===== src/rtl/issue_queue.sv =====
// Out-of-order issue queue: oldest-first select among operand-ready entries,
// multi-channel tag broadcast wakeup, flush and synchronous active-low reset.
module issue_queue #(
    parameter int unsigned DEPTH = 8,
    parameter int unsigned N_WB  = 2,
    parameter int unsigned ROB_W = 4,
    parameter int unsigned DAT_W = 32,
    parameter int unsigned OP_W  = 6,
    parameter int unsigned ADR_W = 32
) (
    input  logic                     clk,
    input  logic                     rst,
    input  logic                     flush,
    input  logic                     in_valid,
    output logic                     in_ready,
    input  logic [OP_W-1:0]          in_op,
    input  logic                     in_ic,
    input  logic [ROB_W-1:0]         in_qj,
    input  logic [ROB_W-1:0]         in_qk,
    input  logic [DAT_W-1:0]         in_vj,
    input  logic [DAT_W-1:0]         in_vk,
    input  logic [ROB_W-1:0]         in_qd,
    input  logic [DAT_W-1:0]         in_imm,
    input  logic [ADR_W-1:0]         in_pc,
    input  logic [N_WB-1:0]          wb_en,
    input  logic [N_WB*ROB_W-1:0]    wb_q,
    input  logic [N_WB*DAT_W-1:0]    wb_v,
    output logic                     alu_valid,
    input  logic                     alu_ready,
    output logic [OP_W-1:0]          alu_op,
    output logic                     alu_ic,
    output logic [ROB_W-1:0]         alu_qd,
    output logic [DAT_W-1:0]         alu_vs,
    output logic [DAT_W-1:0]         alu_vt,
    output logic [DAT_W-1:0]         alu_imm,
    output logic [ADR_W-1:0]         alu_pc,
    output logic [$clog2(DEPTH):0]   count,
    output logic                     full,
    output logic                     empty
);
    localparam int unsigned IW = $clog2(DEPTH);
    localparam int unsigned CW = IW + 1;

    logic [DEPTH-1:0] busy_q;
    logic [OP_W-1:0]  op_q  [DEPTH];
    logic             ic_q  [DEPTH];
    logic [ROB_W-1:0] qj_q  [DEPTH];
    logic [ROB_W-1:0] qk_q  [DEPTH];
    logic [DAT_W-1:0] vj_q  [DEPTH];
    logic [DAT_W-1:0] vk_q  [DEPTH];
    logic [ROB_W-1:0] qd_q  [DEPTH];
    logic [DAT_W-1:0] imm_q [DEPTH];
    logic [ADR_W-1:0] pc_q  [DEPTH];
    // older_q[i][j] set means entry i was inserted before entry j
    logic [DEPTH-1:0] older_q [DEPTH];
    logic [CW-1:0]    count_q;

    logic [DEPTH-1:0] ready, sel;
    logic [IW-1:0]    sel_idx, ins_idx;
    logic [DAT_W:0]   wj [DEPTH];
    logic [DAT_W:0]   wk [DEPTH];
    logic [DAT_W:0]   in_wj, in_wk;
    logic             do_ins, do_iss;

    // Returns {hit, value}; lowest matching channel wins, tag 0 never matches.
    function automatic logic [DAT_W:0] wake(input logic [ROB_W-1:0] tag,
                                            input logic [N_WB-1:0] en,
                                            input logic [N_WB*ROB_W-1:0] q,
                                            input logic [N_WB*DAT_W-1:0] v);
        logic [DAT_W:0] r;
        r = '0;
        for (int c = N_WB - 1; c >= 0; c--) begin
            if (en[c] && tag != '0 && q[c*ROB_W +: ROB_W] == tag) begin
                r = {1'b1, v[c*DAT_W +: DAT_W]};
            end
        end
        return r;
    endfunction

    always_comb begin
        for (int i = 0; i < DEPTH; i++) begin
            ready[i] = busy_q[i] && qj_q[i] == '0 && qk_q[i] == '0;
            wj[i]    = wake(qj_q[i], wb_en, wb_q, wb_v);
            wk[i]    = wake(qk_q[i], wb_en, wb_q, wb_v);
        end
        in_wj = wake(in_qj, wb_en, wb_q, wb_v);
        in_wk = wake(in_qk, wb_en, wb_q, wb_v);
    end

    always_comb begin
        sel     = '0;
        sel_idx = '0;
        for (int i = 0; i < DEPTH; i++) begin
            sel[i] = ready[i];
            for (int j = 0; j < DEPTH; j++) begin
                if (j != i && ready[j] && older_q[j][i]) sel[i] = 1'b0;
            end
        end
        for (int i = 0; i < DEPTH; i++) begin
            if (sel[i]) sel_idx = IW'(i);
        end
    end

    always_comb begin
        ins_idx = '0;
        for (int i = DEPTH - 1; i >= 0; i--) begin
            if (!busy_q[i]) ins_idx = IW'(i);
        end
    end

    assign alu_valid = |ready;
    assign full      = count_q == CW'(DEPTH);
    assign empty     = count_q == '0;
    assign in_ready  = !full;
    assign count     = count_q;
    assign do_ins    = in_valid && in_ready;
    assign do_iss    = alu_valid && alu_ready;

    always_comb begin
        alu_op  = '0;
        alu_ic  = 1'b0;
        alu_qd  = '0;
        alu_vs  = '0;
        alu_vt  = '0;
        alu_imm = '0;
        alu_pc  = '0;
        if (alu_valid) begin
            alu_op  = op_q[sel_idx];
            alu_ic  = ic_q[sel_idx];
            alu_qd  = qd_q[sel_idx];
            alu_vs  = vj_q[sel_idx];
            alu_vt  = vk_q[sel_idx];
            alu_imm = imm_q[sel_idx];
            alu_pc  = pc_q[sel_idx];
        end
    end

    always_ff @(posedge clk) begin
        if (!rst) begin
            busy_q  <= '0;
            count_q <= '0;
            for (int i = 0; i < DEPTH; i++) begin
                op_q[i]    <= '0;
                ic_q[i]    <= 1'b0;
                qj_q[i]    <= '0;
                qk_q[i]    <= '0;
                vj_q[i]    <= '0;
                vk_q[i]    <= '0;
                qd_q[i]    <= '0;
                imm_q[i]   <= '0;
                pc_q[i]    <= '0;
                older_q[i] <= '0;
            end
        end else if (flush) begin
            busy_q  <= '0;
            count_q <= '0;
        end else begin
            for (int i = 0; i < DEPTH; i++) begin
                if (busy_q[i] && wj[i][DAT_W]) begin
                    qj_q[i] <= '0;
                    vj_q[i] <= wj[i][DAT_W-1:0];
                end
                if (busy_q[i] && wk[i][DAT_W]) begin
                    qk_q[i] <= '0;
                    vk_q[i] <= wk[i][DAT_W-1:0];
                end
            end
            if (do_iss) busy_q[sel_idx] <= 1'b0;
            if (do_ins) begin
                busy_q[ins_idx] <= 1'b1;
                op_q[ins_idx]   <= in_op;
                ic_q[ins_idx]   <= in_ic;
                qd_q[ins_idx]   <= in_qd;
                imm_q[ins_idx]  <= in_imm;
                pc_q[ins_idx]   <= in_pc;
                qj_q[ins_idx]   <= in_wj[DAT_W] ? '0 : in_qj;
                vj_q[ins_idx]   <= in_wj[DAT_W] ? in_wj[DAT_W-1:0] : in_vj;
                qk_q[ins_idx]   <= in_wk[DAT_W] ? '0 : in_qk;
                vk_q[ins_idx]   <= in_wk[DAT_W] ? in_wk[DAT_W-1:0] : in_vk;
                for (int j = 0; j < DEPTH; j++) begin
                    older_q[j][ins_idx] <= busy_q[j];
                end
                older_q[ins_idx] <= '0;
            end
            count_q <= count_q + CW'(do_ins) - CW'(do_iss);
        end
    end

endmodule


===== config.mk =====
export PLATFORM = sky130hd
export DESIGN_NAME = issue_queue
export DESIGN_NICKNAME = d
export VERILOG_FILES = /design/src/rtl/issue_queue.sv
export SDC_FILE = /design/constraint.sdc
export NUM_CORES = 2
export LEC_CHECK = 0
export ABC_CLOCK_PERIOD_IN_PS = 20600
export BUFFER_PORTS_ARGS = -buffer_cell sky130_fd_sc_hd__buf_2
export CAP_MARGIN = 25
export CORE_ASPECT_RATIO = 1.4
export CORE_UTILIZATION = 35
export DETAILED_ROUTE_END_ITERATION = 10
export GPL_TIMING_DRIVEN = 0
export PLACE_DENSITY = 0.48
export SLEW_MARGIN = 20
export SYNTH_ARGS = -nofsm -noshare
export SYNTH_HDL_FRONTEND = slang
export SYNTH_SLANG_ARGS = --single-unit

===== constraint.sdc =====
create_clock -name clk -period 20.6 [get_ports clk]
set_input_delay 2.06 -clock clk [delete_from_list [all_inputs] [get_ports clk]]
set_output_delay 2.06 -clock clk [all_outputs]
set_load 0.03 [all_outputs]

==> impl_metrics.env <==
export IMPL_power_mw=5.91
export IMPL_cts_resized=0
export IMPL_drive_gt1_share_pct=13.2
export IMPL_ys_async_sr_fraction_pct=0
export IMPL_core_mm2=0.184
export IMPL_maxCapViolCount=0
export IMPL_num_rows=186
export IMPL_overflow=0
export IMPL_hold_viol_final=0
export IMPL_outcome="complete, no violations"
export IMPL_critPathRequiredTime_ps=18540
export IMPL_synthFlopType="edfxtp_1"
export IMPL_nets=6401
export IMPL_io_pins=373
export IMPL_min_period_ps=9250
export IMPL_syn_num_nets=5870
export IMPL_synth_cells=5637
export IMPL_grt_pass1_wl_mm=478
export IMPL_clk_pin_slew_worst_paths_ps=60
export IMPL_synth_cell_types=60
export IMPL_worstPathMaxFanout=10
export IMPL_syn_area_mm2=0.0650
export IMPL_grt_antenna_before_repair=60
export IMPL_drt_first_pass_iters=9
export IMPL_fmax_mhz=108
export IMPL_place_congestion=0.996
export IMPL_tritoncts="done"
export IMPL_max_slew_margin_pct=16.3
export IMPL_met3_length_mm=37.0
export IMPL_grt_total_usage_pct=37.1
export IMPL_wirelength_mm=359
export IMPL_start_util_pct=35.3
export IMPL_synthSimpleGateAreaFrac_pct=14.9
export IMPL_synth_adder_area_share_pct=0.146
export IMPL_synth_top_area_share_pct=54.0
export IMPL_muxShareOfSynthArea_pct=9.09
export IMPL_ys_ff_latch=1237
export IMPL_grt_pass1_vias=56000
export IMPL_drc=0
export IMPL_drtIter0Drc=7993
export IMPL_topRoutingLayerUsed="met5"
export IMPL_dr_total_vias=58500
export IMPL_synth_area_leader_cell="edfxtp_1"
export IMPL_clock_skew_ps=29.1
export IMPL_postCtsHoldBufs=0
export IMPL_yosysSeqAreaShare_pct=56.1
export IMPL_dpl_hpwl_mm=252
export IMPL_end_kind="output pin"
export IMPL_crit_type="flip-flop to output pin"
export IMPL_die_x_um=366
export IMPL_synth_enable_flop_cells=1168
export IMPL_synth_avg_cell_area_um2=11.5
export IMPL_clockBufferDepth=3
export IMPL_fp_dieArea_mm2=0.187
export IMPL_die_h_um=512
export IMPL_cellPowerDensity_mw_per_mm2=78.0
export IMPL_synth_compound_area_share_pct=13.5
export IMPL_dr_wl_met2_mm=163
export IMPL_wl_per_cell_um=41.0
export IMPL_drt_vias_per_instance=6.68
export IMPL_portBuffers=299
export IMPL_start_kind="flip-flop"
export IMPL_tns_ps=0
export IMPL_rsz0062_at_grt="false"
export IMPL_setup_viol=0
export IMPL_leakagePower_nw=29.7
export IMPL_grt_max_degree=55
export IMPL_yosys_warnings=0
export IMPL_report_final_slew_viol_count=0
export IMPL_cts_root_buffer="clkbuf_16"
export IMPL_wirelength_met1_mm=127
export IMPL_tightest_slew_ps=1260
export IMPL_period_share_pct=44.9
export IMPL_yosys_top_cells_area="edfxtp_1 (54%), and3_1 (9.6%), mux2i_1 (9.1%), o22ai_1 (4.6%), a211oi_1 (4.5%)"
export IMPL_postRouteAntennaNets=0
export IMPL_synth_xor_area_share_pct=1.70
export IMPL_cts_max_level=4
export IMPL_numCtsBuffers=136
export IMPL_synth_top_family_by_area="simple AND/OR/NAND/NOR gates"
export IMPL_synthToLayoutAreaGrowth_pct=16.6
export IMPL_cts_sinks=1237
export IMPL_crit_arrival_ps=7190
export IMPL_cts_setup_buffers=0
export IMPL_ir_worst_vdd_uv=89.1
export IMPL_hold_class="flip-flop to flip-flop"
export IMPL_clk_latency_ps=850
==> layer usage <==
layer | GRT usage, % | vias up
li1 | - | 23500
met1 | 42.6 | 29500
met2 | 58.2 | 4393
met3 | 10.2 | 1200
met4 | 29.0 | 42
met5 | 0 | -
==> cell usage after synthesis, types with 8 or more instances <==
| library cell | n |
|---|---|
| edfxtp_1 | 1168 |
| nor2_1 | 154 |
| o31ai_1 | 11 |
| o221ai_1 | 126 |
| and2_1 | 8 |
| mux2i_1 | 590 |
| buf_1 | 42 |
| nand4_1 | 39 |
| dfxtp_1 | 69 |
| or3_1 | 36 |
| clkbuf_2 | 15 |
| nor2b_1 | 13 |
| o21ai_0 | 52 |
| and3_1 | 1002 |
| clkbuf_1 | 567 |
| inv_1 | 16 |
| buf_2 | 107 |
| nor3_1 | 39 |
| or2_2 | 10 |
| a221oi_1 | 8 |
| a21oi_1 | 135 |
| o22ai_1 | 480 |
| xor2_1 | 67 |
| nand2_1 | 130 |
| nand3_1 | 42 |
| a211oi_1 | 389 |
| nor4_1 | 142 |
| xnor2_1 | 59 |
| o221a_2 | 13 |
| or4_1 | 14 |
| a21boi_0 | 17 |
==> cells by family after synthesis <==
family          after synthesis
simple gates               1652
buf+inv                     750
mux                         590
xor+xnor                    126
flops                      1237
compound gates             1275
fa+ha+maj                     7
==> final cells by class <==
type / instances / area, um2
clock buffers: 170 / 3590
multi-input cells: 3650 / 25900
inverters: 16 / 65.1
repair buffers: 393 / 2890
flip-flops and latches: 1237 / 36500
fillers: 17900 / 108000
plain buffers: 734 / 2960
diodes: 42 / 105
clock inverters: 77 / 732
well taps: 2444 / 3060
==> through the flow <==
| step | cells | area, um2 | hold WS [ps] | setup WS, ps | utilization [%] |
|---|---|---|---|---|---|
| detailed placement | 8462 | 71100 | 447 | 12250 | 38.7 |
| finish | 8763 | 75700 | 454 | 11350 | 41.2 |
| global route | 8727 | 75600 | 475 | 11650 | 41.1 |
| global placement | 8380 | 69500 | 441 | 5550 | 37.8 |
| floorplan | 5637 | 65000 | 432 | 12420 | - |
| CTS | 8709 | 75500 | 455 | 11850 | 41.0 |
==> final timing paths <==
check                                    from       endpoint  slack [ps]  cells after the start
worst min register to register  older_q[7][3]  older_q[7][3]         450                      2
worst max register to register       count[2]     vj_q[7][1]       14520                     15
worst max-delay path               qk_q[4][3]     alu_vs[22]       11350                     13
worst min-delay path            older_q[7][3]  older_q[7][3]         450                      2
==> layout by cell type (no fill, tap or decap), types with 13 or more instances in the layout <==
master	Yosys	routed
or3_1	36	36
nand3_1	42	37
o22ai_1	480	479
and3_1	1002	1002
nor2_1	154	148
clkbuf_16	0	137
mux2i_1	590	590
clkbuf_2	15	42
buf_2	107	413
nand2_1	130	123
nor4_1	142	129
a21oi_1	135	129
buf_4	3	30
nor4_2	7	18
o221a_2	13	13
a211oi_1	389	389
clkbuf_1	567	569
diode_2	0	42
buf_16	0	21
xor2_1	67	67
nand4_1	39	39
a21boi_0	17	17
o21ai_0	52	52
xnor2_1	59	59
o221ai_1	126	126
buf_6	0	17
nor3_1	39	35
edfxtp_1	1168	1168
inv_1	16	15
nor2b_1	13	13
clkinv_1	0	25
dfxtp_1	69	69
buf_1	42	39
clkinv_2	0	22
or4_1	14	14
==> flip-flops by register name, summed over array words and instances, names as in the netlist <==
| signal | cells |
|---|---|
| count | 4 |
| pc_q | 256 |
| older_q | 49 |
| op_q | 48 |
| vk_q | 256 |
| qj_q | 32 |
| ic_q | 8 |
| vj_q | 256 |
| imm_q | 256 |
| qk_q | 32 |
| busy_q | 8 |
| qd_q | 32 |
==> critical path, cell delays in order, from the launching register on <==
cell and delay [ps]:
edfxtp_1 440, nor3_1 950, and3_1 280, clkbuf_2 260, and4_1 350, nand3_1 300
nand2_1 170, or3_1 120, clkbuf_1 610, buf_2 530, buf_2 730, a211oi_1 200
nor4_1 1000, buf_2 360
==> power breakdown <==
part           total (mW)  switching (mW)  internal, mW
clock                2.51            1.14          1.36
combinational       0.527           0.388         0.138
sequential           2.87          0.0324          2.84
Note: power is estimated with default switching activity, not from simulation.
